`src/rtl/canonical_kmer_stream.sv`:
```
// canonical_kmer_stream
// Three-stage, flow-controlled k-mer canonicaliser. Each beat carries one
// 2-bit-encoded k-mer (A=0, C=1, G=2, T=3; base 0 in the top two bits).
// The output is the forward k-mer, its reverse complement, or the smaller of
// the two, selected per beat by in_mode. The strand flag and the palindrome
// flag travel with the beat. Two saturating counters track delivered beats.
//
// Handshake: a beat moves across an interface on a rising clk edge where
// valid and ready are both high. A producer holds valid and its payload
// stable until that edge. in_ready is a combinational function of the
// pipeline occupancy and out_ready, so a full pipeline that is draining can
// accept a new beat in the same cycle.

module canonical_kmer_stream #(
    parameter int  K      = 31,
    parameter int  CNT_W  = 32,
    localparam int DATA_W = 2 * K
) (
    input  logic              clk,
    input  logic              rst_n,
    input  logic [DATA_W-1:0] in_data,
    input  logic [1:0]        in_mode,
    input  logic              in_valid,
    output logic              in_ready,
    output logic [DATA_W-1:0] out_data,
    output logic              out_strand,
    output logic              out_pal,
    output logic              out_valid,
    input  logic              out_ready,
    input  logic              stat_clr,
    output logic [CNT_W-1:0]  stat_total,
    output logic [CNT_W-1:0]  stat_rc
);

    // Mode encodings. 2'b11 behaves exactly like canonical.
    localparam logic [1:0] MODE_FWD = 2'b01;
    localparam logic [1:0] MODE_RC  = 2'b10;

    localparam logic [CNT_W-1:0] CNT_MAX = {CNT_W{1'b1}};
    localparam logic [CNT_W-1:0] CNT_ONE = CNT_W'(1);

    // Parameter legality is checked while elaborating.
    if (K < 1 || K > 32) begin : g_bad_k
        $error("canonical_kmer_stream: K=%0d is outside 1..32", K);
    end
    if (CNT_W < 2 || CNT_W > 48) begin : g_bad_cnt_w
        $error("canonical_kmer_stream: CNT_W=%0d is outside 2..48", CNT_W);
    end

    // ------------------------------------------------------------------
    // Stage registers
    // ------------------------------------------------------------------
    logic              s1_valid;
    logic [DATA_W-1:0] s1_data;
    logic [1:0]        s1_mode;

    logic              s2_valid;
    logic [DATA_W-1:0] s2_fwd;
    logic [DATA_W-1:0] s2_rc;
    logic [1:0]        s2_mode;

    // Stage 3 is the output register set itself (out_valid, out_data, ...).

    // ------------------------------------------------------------------
    // Ready chain: a stage may load when it is empty or when the stage
    // after it is loading this same edge. Bubbles therefore collapse.
    // ------------------------------------------------------------------
    logic s1_accept;
    logic s2_accept;
    logic s3_accept;
    logic deliver;

    // Combinational ready chain from the output back to in_ready.
    always_comb begin
        s3_accept = !out_valid || out_ready;
        s2_accept = !s2_valid  || s3_accept;
        s1_accept = !s1_valid  || s2_accept;
        in_ready  = s1_accept;
        deliver   = out_valid && out_ready;
    end

    // ------------------------------------------------------------------
    // Reverse complement of the stage-1 k-mer. Complementing a base is a
    // bitwise invert of its two bits (A<->T, C<->G), so rc is the forward
    // word with its 2-bit groups reversed and inverted. Only DATA_W bits
    // exist, so no masking or realignment is needed afterwards.
    // ------------------------------------------------------------------
    logic [DATA_W-1:0] s1_rc;

    // Reverse the base order and complement every base.
    always_comb begin
        s1_rc = '0;
        for (int i = 0; i < K; i++) begin
            s1_rc[DATA_W-1-2*i -: 2] = ~s1_data[2*i +: 2];
        end
    end

    // ------------------------------------------------------------------
    // Selection between forward and reverse complement, evaluated on the
    // stage-2 registers and captured by stage 3. A tie picks forward with
    // strand 0, which is what a palindrome produces in canonical mode.
    // ------------------------------------------------------------------
    logic [DATA_W-1:0] sel_data;
    logic              sel_strand;
    logic              sel_pal;

    // Per-beat mode selection and flag generation.
    always_comb begin
        sel_data   = s2_fwd;
        sel_strand = 1'b0;
        sel_pal    = (s2_fwd == s2_rc);
        case (s2_mode)
            MODE_FWD: begin
                sel_data   = s2_fwd;
                sel_strand = 1'b0;
            end
            MODE_RC: begin
                sel_data   = s2_rc;
                sel_strand = 1'b1;
            end
            default: begin
                if (s2_rc < s2_fwd) begin
                    sel_data   = s2_rc;
                    sel_strand = 1'b1;
                end
            end
        endcase
    end

    // ------------------------------------------------------------------
    // Stage 1: capture the incoming k-mer and its mode. Payload is only
    // loaded for a real beat, so in_data is ignored while in_valid is low.
    // ------------------------------------------------------------------
    // Stage 1 register with valid bit.
    always_ff @(posedge clk or negedge rst_n) begin
        if (!rst_n) begin
            s1_valid <= 1'b0;
            s1_data  <= '0;
            s1_mode  <= '0;
        end else if (s1_accept) begin
            s1_valid <= in_valid;
            if (in_valid) begin
                s1_data <= in_data;
                s1_mode <= in_mode;
            end
        end
    end

    // ------------------------------------------------------------------
    // Stage 2: hold forward and reverse complement side by side so the
    // compare in front of stage 3 works from registers.
    // ------------------------------------------------------------------
    // Stage 2 register with valid bit.
    always_ff @(posedge clk or negedge rst_n) begin
        if (!rst_n) begin
            s2_valid <= 1'b0;
            s2_fwd   <= '0;
            s2_rc    <= '0;
            s2_mode  <= '0;
        end else if (s2_accept) begin
            s2_valid <= s1_valid;
            if (s1_valid) begin
                s2_fwd  <= s1_data;
                s2_rc   <= s1_rc;
                s2_mode <= s1_mode;
            end
        end
    end

    // ------------------------------------------------------------------
    // Stage 3: registered outputs. While stalled (out_valid & !out_ready)
    // s3_accept is low, so the payload cannot change.
    // ------------------------------------------------------------------
    // Stage 3 output register with valid bit.
    always_ff @(posedge clk or negedge rst_n) begin
        if (!rst_n) begin
            out_valid  <= 1'b0;
            out_data   <= '0;
            out_strand <= 1'b0;
            out_pal    <= 1'b0;
        end else if (s3_accept) begin
            out_valid <= s2_valid;
            if (s2_valid) begin
                out_data   <= sel_data;
                out_strand <= sel_strand;
                out_pal    <= sel_pal;
            end
        end
    end

    // ------------------------------------------------------------------
    // Statistics. A clear wins over a delivery on the same edge, so the
    // counters read zero afterwards. Both counters stick at all-ones.
    // ------------------------------------------------------------------
    // Saturating delivery counters with synchronous clear.
    always_ff @(posedge clk or negedge rst_n) begin
        if (!rst_n) begin
            stat_total <= '0;
            stat_rc    <= '0;
        end else if (stat_clr) begin
            stat_total <= '0;
            stat_rc    <= '0;
        end else if (deliver) begin
            if (stat_total != CNT_MAX) begin
                stat_total <= stat_total + CNT_ONE;
            end
            if (out_strand && (stat_rc != CNT_MAX)) begin
                stat_rc <= stat_rc + CNT_ONE;
            end
        end
    end

endmodule

```
`config.mk`:
```
export PLATFORM = sky130hd
export DESIGN_NAME = canonical_kmer_stream
export DESIGN_NICKNAME = d
export VERILOG_FILES = /design/src/rtl/canonical_kmer_stream.sv
export SDC_FILE = /design/constraint.sdc
export NUM_CORES = 1
export LEC_CHECK = 0
export CORE_ASPECT_RATIO = 0.6
export CORE_MARGIN = 2
export CORE_UTILIZATION = 40
export DETAILED_ROUTE_END_ITERATION = 12
export DONT_BUFFER_PORTS = 1
export GPL_ROUTABILITY_DRIVEN = 0
export SLEW_MARGIN = 20
export SYNTH_ARGS = -nofsm -noshare
export SYNTH_HDL_FRONTEND = slang
export SYNTH_SLANG_ARGS = --single-unit
```
`constraint.sdc`:
```
create_clock -name clk -period 2.49 [get_ports clk]
set_clock_uncertainty 0.05 [all_clocks]
set_input_delay 0.249 -clock clk [delete_from_list [all_inputs] [get_ports clk]]
set_output_delay 0.249 -clock clk [all_outputs]
set_load 0.02 [all_outputs]
```
==> results_dict.tcl <==
set metrics [dict create \
    syn_nets 1881 \
    syn-cell-area_sq_um 16400 \
    seq_area_frac_synth 0.489 \
    synth_commonest_cells "dfrtp_1, nand2_1, a21oi_1" \
    period_share 1.09 \
    synth_area_per_cell_sq_um 9.41 \
    finalCriticalPeriod_ns 2.70 \
    status "complete, but fails checks" \
    path_buf_inv 6 \
    reg2reg_to "out_data[35]$_DFFE_PN0P_" \
    nets 2125 \
    syn_to_final_growth_pct 32.9 \
    critPathTopFamily "buffers and inverters" \
    tightest_slew_ns 1.06 \
    die_w_microns 266 \
    synth_cells 1746 \
    ant_nets 0 \
    viasPerCell 5.93 \
    initial_core_util 0.405 \
    rsz0062_at_grt "true" \
    layout_setup_ws_ns -0.214 \
    p_leak_nw 9.36 \
    cts_hold_buf 68 \
    start_kind "flop" \
    arrival_ns 3.07 \
    drive_gt1_frac 0.252 \
    firstDrtPassIters 5 \
    max_stage_delay_ns 0.39 \
    vias 15131 \
    min_path_type "in2async" \
    ir_drop_mv 0.585 \
    slew_violations 0 \
    drt_iter0_markers 1869 \
    dp_cells 2366 \
    finalSetupViolations 63 \
    io_buffer_count 0 \
    root_buffer "clkbuf_16" \
    yosysTopAreaCellShare 0.489 \
    worstSetupPathType "reg2reg" \
    core.rowCount 57 \
    r2r_slack_ns -0.21 \
    endpoint_kind "flop" \
    core-area_sq_um 40500 \
    final-instance-count-excl-fill 2550 \
    wl_microns 58500 \
    maxCapViolations 0 \
    die_area_sq_um 42700 \
    antenna_found_initial 5 \
    clockBufferDepth 3 \
    synth_edf_count 0 \
    path_clk_slew_ns 0.06 \
    synth_cell_types 50 \
    ys_warn_count 0 \
    r2r_cells 13 \
    grt-ovfl-total 0 \
    hold_viol 321 \
    grt_pass1_vias 14590 \
    rr_startpoint "s2_fwd[60]$_DFFE_PN0P_" \
    worst_ep_required_time_ns 2.85 \
    powerDensity_nw_per_um2 991 \
    fillers 3438 \
    clock_latency_ns 0.55 \
    critPathMostFrequentCell "buf_6" \
    yosysMostFrequentCell "dfrtp_1" \
    async_reset_ff_frac 1.00 \
    synth_largest_area_cell "dfrtp_1" \
    cts.sinks 321 \
    synth_top_flop_cell "dfrtp_1" \
    drc 0 \
    cts_tree "yes" \
    holdWs_ns -0.635 \
    ys_seq_elements 321 \
    crit_fanout 20 \
    max_freq_mhz 370 \
    htreeDepth 2 \
    fp.dieH_microns 161 \
    cts_buffers 36 \
    synthTopCellsByArea "dfrtp_1, nand2_1, a21oi_1" \
    setup_tns_ns -11.49 \
    violations "hold timing, setup timing" \
    detailed_place_hpwl_microns 35900 \
    grt_max_degree 322 \
    cp_slowest_cell "or3_4" \
    grt_pass1_wl_microns 87300 \
    max_slew_margin 0.293 \
    num_io_pins 199 \
    crit_chain "inv_1 > ha_4 > nand4_1 > buf_4 > buf_6 > or3_4 > o221ai_4 > buf_6 > a21oi_4 > buf_6 > buf_12 > a31oi_1 > a21oi_1" \
    grt_use_total 0.262 \
    wl_per_cell_microns 22.9 \
]
## report_power, final
part	total, mW	switching, mW	internal, mW
clock	5.70	2.29	3.41
combinational	7.80	4.34	3.45
sequential	8.14	1.78	6.36
## routing by layer
layer / wire, microns / track usage
met2: 24500 / 0.371
met3: 6740 / 0.0833
met5: 22 / 0
met4: 1410 / 0.0725
met1: 25800 / 0.385
## registers in the layout, summed over array words and instances (netlist names)
name and count:
stat_rc 32, s2_mode 2, out_valid 1, s2_valid 1, out_strand 1, s2_rc 62, out_pal 1, s1_mode 2
s2_fwd 62, s1_valid 1, out_data 62, s1_data 62, stat_total 32
## stage by stage
step	area, sq um	setup WS [ns]	total power [mW]	hold slack (ns)	utilization
2_1_floorplan	16400	0.0459	11.5	-0.0966	-
3_3_place_gp	18400	-0.243	14.1	-0.0916	0.455
3_5_place_dp	18400	-0.339	14.4	-0.0903	0.455
4_1_cts	20800	-0.103	20.5	-0.653	0.515
5_1_grt	21800	-0.290	22.7	-0.651	0.539
6_report	21800	-0.214	21.6	-0.635	0.539
## cell families after synthesis
logic type,after synthesis,share of synthesized area
adder cells (fa/ha/maj),66,0.0503
multiplexers,65,0.0445
XOR/XNOR,49,0.0261
AND/OR/NAND/NOR,519,0.140
flip-flops,321,0.489
buffers and inverters,198,0.0475
AO/OA/AOI/OAI,528,0.202
## how the worst max path moves through the flow
stage,from,endpoint,slack (ns),cells after the start
3_5_place_dp,s2_fwd[23]$_DFFE_PN0P_,out_data[60]$_DFFE_PN0P_,-0.34,10
5_1_grt,s2_fwd[49]$_DFFE_PN0P_,out_data[32]$_DFFE_PN0P_,-0.29,11
2_1_floorplan,s2_rc[61]$_DFFE_PN0P_,out_data[11]$_DFFE_PN0P_,0.05,8
3_3_place_gp,s2_fwd[27]$_DFFE_PN0P_,out_data[60]$_DFFE_PN0P_,-0.24,10
4_1_cts,s2_rc[61]$_DFFE_PN0P_,out_data[23]$_DFFE_PN0P_,-0.10,10
6_report,s2_fwd[60]$_DFFE_PN0P_,out_data[35]$_DFFE_PN0P_,-0.21,13
## layout make-up
| cell class | count | area (sq um) | area share |
|---|---|---|---|
| Clock inverter | 14 | 185 | 0.00848 |
| Clock buffer | 50 | 1060 | 0.0488 |
| Tap cell | 531 | 664 | 0.0304 |
| Timing Repair Buffer | 328 | 3140 | 0.144 |
| Sequential cell | 321 | 8030 | 0.368 |
| Inverter | 76 | 285 | 0.0131 |
| Multi-Input combinational cell | 1227 | 8440 | 0.387 |
| Antenna cell | 3 | 7.51 | 0.000344 |
## placed cells by master (no fill, tap or decap), types with 10 or more instances in the layout
| master | instances |
|---|---|
| dfrtp_1 | 321 |
| nand2_1 | 240 |
| buf_4 | 214 |
| a21oi_1 | 166 |
| nor2_1 | 139 |
| o21ai_0 | 85 |
| dlygate4sd3_1 | 67 |
| mux2_2 | 64 |
| inv_1 | 63 |
| a221oi_1 | 62 |
| o31ai_1 | 51 |
| ha_1 | 48 |
| o21a_1 | 46 |
| clkbuf_16 | 41 |
| nand4_1 | 34 |
| a31oi_1 | 33 |
| xnor2_1 | 25 |
| xor2_1 | 24 |
| buf_12 | 22 |
| nand3_1 | 18 |
| nor3_1 | 18 |
| a31oi_4 | 16 |
| ha_4 | 16 |
| a21oi_2 | 15 |
| or3_1 | 15 |
| buf_6 | 14 |
| inv_2 | 13 |
| a31oi_2 | 12 |
| o31ai_2 | 10 |
## what timing repair did
action | CTS | global route
setup endpoints to repair | 64 | 87
resized for setup | 34 | 110
cloned | 4 | 7
setup buffers | 18 | 20
hold endpoints to repair | 452 | 321
pin swaps | 33 | 32
No activity file was read; power rests on OpenSTA's default activity.
